### config.mk
export PLATFORM = sky130hd
export DESIGN_NAME = mac_dot_accumulator_flat
export DESIGN_NICKNAME = d
export VERILOG_FILES = /design/src/rtl/mac_dot_accumulator_pkg.sv /design/src/rtl/mac_dot_accumulator_if.sv /design/src/rtl/mac_dot_accumulator_adder.sv /design/src/rtl/mac_dot_accumulator.sv /design/src/flat_wrapper.sv
export SDC_FILE = /design/constraint.sdc
export NUM_CORES = 1
export LEC_CHECK = 0
export ABC_CLOCK_PERIOD_IN_PS = 4950
export CORE_MARGIN = 2
export CORE_UTILIZATION = 54
export CTS_BUF_LIST = sky130_fd_sc_hd__clkbuf_2 sky130_fd_sc_hd__clkbuf_4 sky130_fd_sc_hd__clkbuf_8
export DETAILED_ROUTE_END_ITERATION = 10
export HOLD_SLACK_MARGIN = 0.05
export PLACE_DENSITY = 0.87
export SLEW_MARGIN = 40
export SYNTH_ARGS = -nofsm -noshare
export SYNTH_HDL_FRONTEND = slang
export SYNTH_SLANG_ARGS = --single-unit
### constraint.sdc
create_clock -name clk -period 4.95 [get_ports clk]
set_input_delay 1.485 -clock clk [delete_from_list [all_inputs] [get_ports clk]]
set_output_delay 1.485 -clock clk [all_outputs]
set_load 0.03 [all_outputs]
### src/rtl/mac_dot_accumulator_pkg.sv
// Shared types and default sizes for the dot-product accumulator.
// MAC_ACC_SATURATE_EN: when defined, the accumulator clamps on overflow
// instead of wrapping. The macro is consumed by the adder.
package mac_pkg;

    localparam int unsigned PROD_W_DEF = 16;
    localparam int unsigned ACC_W_DEF  = 24;
    localparam int unsigned LEN_W_DEF  = 8;

    // All-ones value the accumulator clamps to when saturation is enabled
    localparam logic [ACC_W_DEF-1:0] ACC_SAT_MAX = {ACC_W_DEF{1'b1}};

    typedef enum logic [1:0] {
        IDLE  = 2'd0,
        ACCUM = 2'd1,
        DONE  = 2'd2
    } state_e;

endpackage

### src/rtl/mac_dot_accumulator_if.sv
// Product input and result output handshakes of the dot-product accumulator.
// The master drives products and accepts results; the slave is the accumulator.
interface mac_dot_accumulator_if
    import mac_pkg::*;
#(
    parameter int unsigned PROD_W = PROD_W_DEF,
    parameter int unsigned ACC_W  = ACC_W_DEF
);

    logic              in_valid;
    logic              in_ready;
    logic [PROD_W-1:0] in_prod;
    logic              out_valid;
    logic              out_ready;
    logic [ACC_W-1:0]  out_sum;
    logic              out_ovf;

    modport master (
        output in_valid,
        output in_prod,
        output out_ready,
        input  in_ready,
        input  out_valid,
        input  out_sum,
        input  out_ovf
    );

    modport slave (
        input  in_valid,
        input  in_prod,
        input  out_ready,
        output in_ready,
        output out_valid,
        output out_sum,
        output out_ovf
    );

endinterface

### src/rtl/mac_dot_accumulator_adder.sv
// Combinational accumulate step: acc + zero-extended product, with carry out.
// MAC_ACC_SATURATE_EN: when defined, a carry clamps the sum to all-ones;
// otherwise the sum wraps modulo 2^ACC_W. The carry is reported either way.
module mac_acc_adder
    import mac_pkg::*;
#(
    parameter int unsigned PROD_W = PROD_W_DEF,
    parameter int unsigned ACC_W  = ACC_W_DEF
) (
    input  logic [ACC_W-1:0]  i_acc,
    input  logic [PROD_W-1:0] i_prod,
    output logic [ACC_W-1:0]  o_sum_c,
    output logic              o_carry_c
);

    logic [ACC_W:0] w_sum_ext;

    // One extra bit captures the carry out of the accumulator MSB
    always_comb begin
        w_sum_ext = {1'b0, i_acc} + (ACC_W+1)'(i_prod);
    end

    assign o_carry_c = w_sum_ext[ACC_W];

`ifdef MAC_ACC_SATURATE_EN
    assign o_sum_c = o_carry_c ? {ACC_W{1'b1}} : w_sum_ext[ACC_W-1:0];
`else
    assign o_sum_c = w_sum_ext[ACC_W-1:0];
`endif

endmodule

### src/rtl/mac_dot_accumulator.sv
// Sequential dot-product accumulator: sums a programmed number of unsigned
// products received over a valid/ready stream and presents the sum plus a
// sticky overflow flag on a result handshake.
// MAC_ACC_SATURATE_EN: when defined, the accumulator saturates on overflow.
module mac_dot_accumulator
    import mac_pkg::*;
#(
    parameter int unsigned PROD_W = PROD_W_DEF,
    parameter int unsigned ACC_W  = ACC_W_DEF,
    parameter int unsigned LEN_W  = LEN_W_DEF
) (
    input  logic                   clk,
    input  logic                   reset,
    input  logic                   start,
    input  logic [LEN_W-1:0]       len,
    mac_dot_accumulator_if.slave   bus,
    output logic                   busy
);

    state_e             r_state;
    state_e             w_state_nxt;

    logic [ACC_W-1:0]   r_acc;
    logic               r_ovf;
    logic [LEN_W-1:0]   r_count;

    logic               r_in_ready;
    logic               r_out_valid;
    logic [ACC_W-1:0]   r_out_sum;
    logic               r_out_ovf;
    logic               r_busy;

    logic               w_in_ready_nxt;
    logic               w_out_valid_nxt;
    logic               w_busy_nxt;

    logic [ACC_W-1:0]   w_acc_add;
    logic               w_carry;
    logic               w_start_job;
    logic               w_len_zero;
    logic               w_in_hs;
    logic               w_last;
    logic               w_out_hs;

    assign w_start_job = (r_state == IDLE) && start;
    assign w_len_zero  = (len == '0);
    assign w_in_hs     = bus.in_valid && r_in_ready;
    assign w_last      = w_in_hs && (r_count == LEN_W'(1));
    assign w_out_hs    = r_out_valid && bus.out_ready;

    mac_acc_adder #(
        .PROD_W (PROD_W),
        .ACC_W  (ACC_W)
    ) u_adder (
        .i_acc     (r_acc),
        .i_prod    (bus.in_prod),
        .o_sum_c   (w_acc_add),
        .o_carry_c (w_carry)
    );

    // State register
    always_ff @(posedge clk) begin
        if (reset) begin
            r_state <= IDLE;
        end else begin
            r_state <= w_state_nxt;
        end
    end

    // Next-state decode; start is only honoured in IDLE
    always_comb begin
        w_state_nxt = r_state;
        case (r_state)
            IDLE: begin
                if (start) begin
                    w_state_nxt = w_len_zero ? DONE : ACCUM;
                end
            end
            ACCUM: begin
                if (w_last) begin
                    w_state_nxt = DONE;
                end
            end
            DONE: begin
                if (w_out_hs) begin
                    w_state_nxt = IDLE;
                end
            end
            default: begin
                w_state_nxt = IDLE;
            end
        endcase
    end

    // Output decode from the upcoming state so the flags register in step with it
    always_comb begin
        w_in_ready_nxt  = 1'b0;
        w_out_valid_nxt = 1'b0;
        w_busy_nxt      = 1'b1;
        case (w_state_nxt)
            IDLE:    w_busy_nxt      = 1'b0;
            ACCUM:   w_in_ready_nxt  = 1'b1;
            DONE:    w_out_valid_nxt = 1'b1;
            default: w_busy_nxt      = 1'b0;
        endcase
    end

    // Registered handshake and status flags
    always_ff @(posedge clk) begin
        if (reset) begin
            r_in_ready  <= 1'b0;
            r_out_valid <= 1'b0;
            r_busy      <= 1'b0;
        end else begin
            r_in_ready  <= w_in_ready_nxt;
            r_out_valid <= w_out_valid_nxt;
            r_busy      <= w_busy_nxt;
        end
    end

    // Accumulator, remaining-product counter and result capture
    always_ff @(posedge clk) begin
        if (reset) begin
            r_acc     <= '0;
            r_ovf     <= 1'b0;
            r_count   <= '0;
            r_out_sum <= '0;
            r_out_ovf <= 1'b0;
        end else if (w_start_job) begin
            r_acc   <= '0;
            r_ovf   <= 1'b0;
            r_count <= len;
            if (w_len_zero) begin
                r_out_sum <= '0;
                r_out_ovf <= 1'b0;
            end
        end else if (w_in_hs) begin
            r_acc   <= w_acc_add;
            r_ovf   <= r_ovf | w_carry;
            r_count <= r_count - LEN_W'(1);
            if (w_last) begin
                r_out_sum <= w_acc_add;
                r_out_ovf <= r_ovf | w_carry;
            end
        end
    end

    assign bus.in_ready  = r_in_ready;
    assign bus.out_valid = r_out_valid;
    assign bus.out_sum   = r_out_sum;
    assign bus.out_ovf   = r_out_ovf;
    assign busy          = r_busy;

endmodule

### src/flat_wrapper.sv
// flat-port wrapper written by rule: the top's interface ports become plain ports
module mac_dot_accumulator_flat import mac_pkg::*;
#(
    parameter int unsigned PROD_W = PROD_W_DEF,
    parameter int unsigned ACC_W  = ACC_W_DEF,
    parameter int unsigned LEN_W  = LEN_W_DEF
)
  (clk, reset, start, len, busy, bus_in_valid, bus_in_prod, bus_out_ready, bus_in_ready, bus_out_valid, bus_out_sum, bus_out_ovf);
  mac_dot_accumulator_if #(.PROD_W(PROD_W), .ACC_W(ACC_W)) bus_i ();
  input  logic clk;
  input  logic reset;
  input  logic start;
  input  logic [LEN_W-1:0] len;
  output logic busy;
  input wire logic [$bits(bus_i.in_valid)-1:0] bus_in_valid;
  input wire logic [$bits(bus_i.in_prod)-1:0] bus_in_prod;
  input wire logic [$bits(bus_i.out_ready)-1:0] bus_out_ready;
  output wire logic [$bits(bus_i.in_ready)-1:0] bus_in_ready;
  output wire logic [$bits(bus_i.out_valid)-1:0] bus_out_valid;
  output wire logic [$bits(bus_i.out_sum)-1:0] bus_out_sum;
  output wire logic [$bits(bus_i.out_ovf)-1:0] bus_out_ovf;
  assign bus_i.in_valid = bus_in_valid;
  assign bus_i.in_prod = bus_in_prod;
  assign bus_i.out_ready = bus_out_ready;
  assign bus_in_ready = bus_i.in_ready;
  assign bus_out_valid = bus_i.out_valid;
  assign bus_out_sum = bus_i.out_sum;
  assign bus_out_ovf = bus_i.out_ovf;
  mac_dot_accumulator #(.PROD_W(PROD_W), .ACC_W(ACC_W), .LEN_W(LEN_W)) u_core (.clk(clk), .reset(reset), .start(start), .len(len), .bus(bus_i), .busy(busy));
endmodule
---- Word-level counts from Yosys, hierarchy flattened ----
Cells that the tools add are included.
storage, ports and cells
  bits in registers ....................... 63
  latch bits .............................. 0
  memory bits (writable) .................. 0
  bits in read-only memories .............. 0
  input port bits ......................... 29
  output and inout bits ................... 28
  word-level logic and storage cells ...... 47
  memories kept ........................... 0
cells by class
  add/subtract/negate cells ............... 2
  $mul .................................... 0
  div/mod/pow operators ................... 0
  $lt $le $gt $ge ......................... 0
  eq/ne operators ......................... 6
  shift-type cells ........................ 0
  muxes and demuxes ....................... 18
  bitwise logic cells ..................... 1
  reduce and logical (&&, ||, !) cells .... 11
operator list
  cell                   number
  $mux W24               4
  $add A24 B16 Y25       1
  $mux W8                2
  $eq A8 B1 Y1 const B   1
  $logic_not A8 Y1       1
  $mux W2                4
  $sub A8 B1 Y8 const B  1
  $mux W1                7
  $pmux W2 S3            1
  $eq A2 B1 Y1 const B   2
  $eq A2 B2 Y1 const B   2
  $logic_and A1 B1 Y1    4
  $reduce_bool A2 Y1     2
  $reduce_or A2 Y1       2
  $reduce_and A3 Y1      1
  $logic_not A2 Y1       1
  $ne A2 B2 Y1 const B   1
  $or A1 B1 Y1           1

---- Longest topological paths before layout ----
Gate-level depths: netlist of run 1.
  depth after elaboration ................. 7
  depth in mapped cells ................... 10
  depth with buffers taken out ............ 10

---- Modules after synthesis ----
From an unflattened synthesis of run 1, not the netlist that was laid out.
second synthesis, totals
  cells, all modules ...................... 381
  area total of the unflattened synthesis .. 3387.0 µm²
modules (own cells, without submodules)
  module               instances  cells an instance  area an instance (µm²)  sequential area each (µm²)
  mac_dot_accumulator  1          250                2411.1                  1261.2
  mac_acc_adder        1          131                975.9                   0.0

---- Least setup slack after synthesis of run 1 ----
OpenSTA, ideal clock, no wires.
  kind .................................... input port to flip-flop
  from .................................... input bus_in_prod[0]
  to ...................................... register u_core.r_acc[20]
  library setup time ...................... 0.060 ns
  data arrival time ....................... 3.471 ns
  required time ........................... 4.890 ns
  path slack .............................. 1.419 ns
  stages .................................. 10
  buffers on the path ..................... 0
  cell sequence ........................... ha_1 -> inv_1 -> fa_1 -> and2b_4 -> o2111ai_2 -> a21boi_2 -> o31a_4 -> o311ai_2 -> or4b_1 -> nand2_1
on the way
  word-level cells in the longest chain between the ends .. 1
ends and longest elaborated chain
  item                  line                             text
  start, declared       flat_wrapper.sv:16               input wire logic [$bits(bus_i.in_prod)-1:0] bus_in_prod;
  $add A24 B16 Y25      mac_dot_accumulator_adder.sv:20  w_sum_ext = {1'b0, i_acc} + (ACC_W+1)'(i_prod);
  end signal, assigned  mac_dot_accumulator.sv:138       r_acc <= w_acc_add;
  end, declared         mac_dot_accumulator.sv:23        logic [ACC_W-1:0] r_acc;
No other way between the ends.
A chain may end at the register's enable or synchronous reset.

---- Worst setup path after layout of run 1 ----
Ends and elaborated chain as after synthesis.

==> qor.yml, run 1 <==
power:
  swShare_pct: 25.42
  p_switching_w: 0.0003119
  power.leakage_nw: 1.701
  powerDensity_nw_per_um2: 273.2
  p_int_w: 0.0009147
  p_clk_share_pct: 42.5
  ir_drop_mv: 0.1846
  power_frac_comb_pct: 14.2
  seqPwrFrac_pct: 43.3
finish:
  seq_area_sq_um: 1261
  final.fill_count: 556
  final_net_count: 546
  fin_util_pct: 67.21
  syn_to_final_growth_pct: 22.58
  multi_input_area_sq_um: 2262
  diodes: 0
  final_area_sq_um: 4491
  drive_gt1_share_pct: 9.381
setup_path:
  rr_endpoint: "u_core.r_acc[20]"
  cp.buffers_inverters: 2
  worstPathRequired_ns: 5.24
  crit_path_cell_trace: "clkdlybuf4s50_1 > ha_1 > inv_1 > fa_1 > and2b_4 > o2111ai_2 > a21boi_2 > o31a_4 > o311ai_2 > or4b_1 > nand2_1"
  crit_family: "simple AND/OR/NAND/NOR gates"
  arrival_ns: 4.14
  crit_type: "primary input to register"
  crit_path_max_fanout: 5
  r2r_start: "u_core.r_acc[0]"
  reg2reg_slack_ns: 2.38
  critPathMaxStageDelay_ns: 0.49
  crit_path_end_kind: "register"
  reg2regPathDepth: 10
  startpoint_type: "primary input"
  cp_slowest_cell: "or4b_1"
floorplanning:
  rows: 30
  start_util_pct: 54.83
  io_pins: 57
  dieHeight_um: 86.37
  die_x_um: 86.37
  coreArea_sq_um: 6681
  die_area_sq_um: 7459
place:
  io_buffers: 56
  dp_hpwl_um: 6573
  dpl_cell_area_sq_um: 4259
  gp_congestion: 0.9774
  pre_cts_slack_ns: 0.7702
detailed_routing:
  num_vias: 3493
  top_layer: "met4"
  wl_per_cell_um: 15.95
  drt_first_iter_violations: 296
  wl_met1_um: 4018
  drc: 0
  viasPerCell: 6.012
  routed_wl_um: 9269
  route.met2.wl_um: 4314
  met3_length_um: 745
  drt-pass1-iter-count: 5
  ant_nets: 0
synth:
  synthDistinctLibCells: 71
  synth_top_flop_cell: "dfxtp_1"
  ys_ff_latch: 63
  yosysSeqAreaShare_pct: 34.43
  synth_edf_count: 0
  netlist_area_sq_um: 3664
  syn_nets: 496
  synth_cells: 446
  ys_warn_count: 0
  avgSynthCellArea_sq_um: 8.214
  synthArstFlopShare_pct: 0
timing:
  slew_headroom_pct: 48.99
  setup_tns_ns: 0
  worst_pin_slew_ns: 0.7633
  clock_skew_ns: 0.01096
  slew_viol_final: 0
  report.final.setup_viol: 0
  finalHoldViolCount: 0
  layout_setup_ws_ns: 1.101
  fin_crit_sh_pct: 77.75
  fin_crit_ns: 3.849
  grt_setup_unrepaired: "false"
  fmax_mhz: 259.8
cts:
  cts_tree: "done"
  root_buffer: "clkbuf_8"
  post_cts_resized: 0
  holdBufCountCts: 0
  clock-sinks: 63
  cts_max_path_buffers: 2
  cts_max_level: 3
  worstSkewPairLatency_ns: 0.34
  cts_buffers: 9
  clk_pin_slew_ns: 0.07
  cts_setup_buffers: 0
run:
  maxCapViolCount: 0
global_routing:
  grt_max_degree: 25
  grt_pass1_wl_um: 15460
  grt_overflow: 0
  antenna_found_initial: 0
  track_usage_pct: 26.05
  grt_pass1_vias: 3346
worst_hold_path:
  hp-class: "register to register"
  hold_start: "u_core.bus.out_sum[19]"
  hold_depth: 2
  hold_path_end: "u_core.bus.out_sum[19]"
outcome:
  status: "complete, no violations"
[worst min-delay path: stages, from the launching register on]
cell and delay, ns:
dfxtp_1 0.31, nand2_1 0.05, o21ai_1 0.05
[registers in the layout, indices dropped and copies added, names as in the netlist]
signal and flops:
u_core.bus.out_sum 24, u_core.bus.out_valid 1, u_core.bus.out_ovf 1, u_core.r_state 2, u_core.r_count 8, u_core.r_acc 24, u_core.r_ovf 1, u_core.bus.in_ready 1
u_core.busy 1
[how the worst max path moves through the flow]
stage,slack (ns),from,endpoint,cells past startpoint
floorplan,1.42,bus_in_prod[0],u_core.r_acc[20],10
finish,1.10,bus_in_prod[0],u_core.r_acc[20],11
global route,0.98,bus_in_prod[0],u_core.r_acc[20],11
CTS,1.12,bus_in_prod[0],u_core.r_acc[20],11
detailed placement,0.77,bus_in_prod[0],u_core.r_acc[20],11
global placement,0.83,bus_in_prod[0],u_core.r_acc[20],11
[power by group through the flow]
stage	registers, W	logic, W	clock network [W]
after floorplan	0.000544	0.000110	0
after global placement	0.000541	0.000165	0
after detailed placement	0.000542	0.000168	0
after CTS	0.000531	0.000172	0.000525
after global routing	0.000532	0.000190	0.000547
final	0.000531	0.000174	0.000522
[cell type report]
type | instances | share of cell area, %
Clock buffer | 13 | 3.706
Clock inverter | 3 | 1.449
Inverter | 10 | 0.8359
Multi-Input combinational cell | 351 | 50.38
Sequential cell | 63 | 28.09
Tap cell | 80 | 2.229
Timing Repair Buffer | 61 | 13.32
[placed cells by master, fill, tap and decap left out, drive strengths merged, types with 10 or more instances in the layout]
master	Yosys	routed
dfxtp	63	63
nor2	57	57
clkdlybuf4s50	0	56
nand2	53	53
a21oi	35	35
o21ai	27	27
nand3	22	22
ha	20	20
xor2	15	15
xnor2	14	14
clkbuf	12	13
a211oi	11	11
nor3	11	11
inv	10	10
[synthesized netlist by cell type, drive strengths merged, types with 2 or more instances]
cell type   n  area share [%]
or4         3            0.72
or3         4            0.68
o21bai      2            0.41
o211a       2            0.55
a21boi      3            0.72
a311oi      2            0.65
nand4b      3            0.89
nand3      22             3.1
a21o        4            0.82
a211oi     11             2.3
a32o        2            0.55
o31a        3            0.96
a31oi       4            0.68
nand3b      2            0.41
o211ai      3            0.75
ha         20             6.8
xor2       15             3.6
nand2      53             5.6
a21oi      35             5.0
buf        10             1.6
nand2b      2            0.34
and3        3            0.51
nor4        3            0.51
mux2i       5             1.4
nor3       11             1.8
o21a        3            0.61
nor2b       3            0.51
and2        3            0.58
nor2       57             6.3
o21ai      27             3.7
clkbuf     12             1.2
dfxtp      63              34
nand4       6             1.0
a22o        2            0.48
o311ai      4             1.4
inv        10             1.0
xnor2      14             3.3
[through the flow]
step                      cells  power (W)  hold slack, ns
final                       581   0.001227          0.4445
after global routing        581   0.001269          0.4762
after CTS                   581   0.001227          0.4454
after detailed placement    565  0.0007108          0.4386
after global placement      565  0.0007064          0.4339
after floorplan             446  0.0006540          0.4356
[cells by family (layout without fill, tap and decap cells)]
logic type	after synthesis	after routing	synth area share (%)
buffers and inverters	32	87	3.894
adder cells (fa/ha/maj)	21	21	7.377
AO/OA/AOI/OAI	115	115	21.59
XOR/XNOR	29	29	6.933
flip-flops	63	63	34.43
multiplexers	5	5	1.366
AND/OR/NAND/NOR	181	181	24.42
[layer usage]
metal  up-vias  track usage (%)
met2       134            41.75
met3        21            6.571
met5         -                0
li1       1697                -
met1      1641            33.89
met4         0            9.801
(Power assumes the default switching activity.)
==> inputs of run 2 (changes only) <==
Settings changed: ABC_CLOCK_PERIOD_IN_PS 4950 to 3800.
Clock period 4.95 ns to 3.8 ns, I/O delays scaled along.
==> qor.yml, run 2 (synthesized netlist as in run 1, its figures left out) <==
timing:
  fmax_mhz: 288.5
  fin_crit_sh_pct: 91.23
  report.final.setup_viol: 0
  layout_setup_ws_ns: 0.3333
  grt_setup_unrepaired: "false"
  worst_pin_slew_ns: 0.5240
  slew_viol_final: 0
  clock_skew_ns: 0.01207
  slew_headroom_pct: 64.98
  fin_crit_ns: 3.467
  finalHoldViolCount: 0
setup_path:
  crit_type: "primary input to register"
  worstPathRequired_ns: 4.10
  crit_path_max_fanout: 4
  crit_path_end_kind: "register"
  cp_slowest_cell: "or4b_1"
  r2r_start: "u_core.r_acc[0]"
  critPathMaxStageDelay_ns: 0.50
  crit_path_cell_trace: "clkdlybuf4s50_1 > ha_1 > inv_1 > fa_1 > and2b_4 > o2111ai_2 > a21boi_2 > o31a_4 > o311ai_2 > or4b_1 > nand2_1"
  reg2reg_slack_ns: 1.26
  rr_endpoint: "u_core.r_acc[20]"
  arrival_ns: 3.76
  reg2regPathDepth: 10
  startpoint_type: "primary input"
global_routing:
  grt_pass1_wl_um: 15930
  track_usage_pct: 26.70
  antenna_found_initial: 0
  grt_overflow: 0
  grt_pass1_vias: 3425
  grt_max_degree: 30
power:
  power.leakage_nw: 1.714
  p_switching_w: 0.0004356
  power_frac_comb_pct: 15.2
  ir_drop_mv: 0.2375
  total_power_w: 0.001535
  swShare_pct: 28.37
  p_clk_share_pct: 39.8
  powerDensity_nw_per_um2: 339.3
  p_int_w: 0.001100
  seqPwrFrac_pct: 45.0
detailed_routing:
  routed_wl_um: 9531
  drt-pass1-iter-count: 6
  viasPerCell: 5.998
  ant_nets: 0
  drt_first_iter_violations: 284
  wl_per_cell_um: 16.18
  drc: 0
  num_vias: 3533
cts:
  clk_pin_slew_ns: 0.08
  post_cts_resized: 0
  clock-sinks: 63
  cts_max_level: 3
  cts_tree: "done"
  cts_buffers: 9
  worstSkewPairLatency_ns: 0.35
  cts_setup_buffers: 0
  holdBufCountCts: 0
  root_buffer: "clkbuf_8"
  cts_max_path_buffers: 2
place:
  gp_congestion: 0.9870
  io_buffers: 56
  pre_cts_slack_ns: -0.01471
  dpl_cell_area_sq_um: 4317
  place_inst: 573
  dp_hpwl_um: 6849
finish:
  finalNonFillerCells: 589
  final_cell_mix: "dfxtp_1 (63), clkdlybuf4s50_1 (56), nor2_1 (54), nand2_1 (51), a21oi_1 (33)"
  drive_gt1_share_pct: 10.61
  final_net_count: 554
  final.fill_count: 549
  syn_to_final_growth_pct: 23.50
  diodes: 0
  final_area_sq_um: 4524
  mostFrequentLayoutCell: "dfxtp_1"
  fin_util_pct: 67.72
floorplanning:
  dieHeight_um: 86.37
  io_pins: 57
  start_util_pct: 54.83
  die_x_um: 86.37
  coreArea_sq_um: 6681
  rows: 30
  die_area_sq_um: 7459
worst_hold_path:
  hp-class: "register to register"
  hold_depth: 2
  hold_path_end: "u_core.bus.out_sum[19]"
  hold_start: "u_core.bus.out_sum[19]"
outcome:
  status: "complete, no violations"
run:
  maxCapViolCount: 0
run 2: worst max-delay path by stage:
stage / end / slack (ns) / from
2_1_floorplan: u_core.r_acc[20] / 0.61 / bus_in_prod[0]
3_3_place_gp: u_core.r_acc[20] / 0.07 / bus_in_prod[0]
3_5_place_dp: u_core.r_acc[20] / -0.01 / bus_in_prod[0]
4_1_cts: u_core.r_acc[20] / 0.34 / bus_in_prod[0]
5_1_grt: u_core.r_acc[20] / 0.23 / bus_in_prod[0]
6_report: u_core.r_acc[20] / 0.33 / bus_in_prod[0]
run 2: per-layer routing:
layer	track usage, %	vias up	part of all wire, %
li1	-	1715	-
met2	43.85	142	48
met1	34.07	1653	43
met5	0	-	0
met3	6.857	23	7.6
met4	9.233	0	1.7
run 2: final cells by class:
class                   instances  area (sq um)  area share, %
well taps                      80         100.1          2.212
flip-flops and latches         63          1261          27.88
clock inverters                 6         70.07          1.549
multi-input cells             351          2260          49.94
clock buffers                  10         137.6          3.042
inverters                      10         37.54         0.8296
repair buffers                 69         658.1          14.55
run 2: power by group through the flow:
stage          registers (W)  logic, W  clock network (W)
2_1_floorplan       0.000709  0.000143                  0
3_3_place_gp        0.000705  0.000222                  0
3_5_place_dp        0.000707  0.000227                  0
4_1_cts             0.000691  0.000231           0.000616
5_1_grt             0.000694  0.000253           0.000650
6_report            0.000692  0.000233           0.000611
run 2: through the flow:
| stage | hold WS (ns) | TNS, ns |
|---|---|---|
| floorplan | 0.4356 | 0 |
| finish | 0.4422 | 0 |
| global route | 0.4736 | 0 |
| global placement | 0.4334 | 0 |
| detailed placement | 0.4400 | -0.01471 |
| CTS | 0.4479 | 0 |
run 2: worst max-delay path, delay by kind of cell:
family,cells,cell delay [ns]
compound gates,4,0.69
fa+ha+maj,2,0.57
buf+inv,2,0.52
simple gates,3,0.85
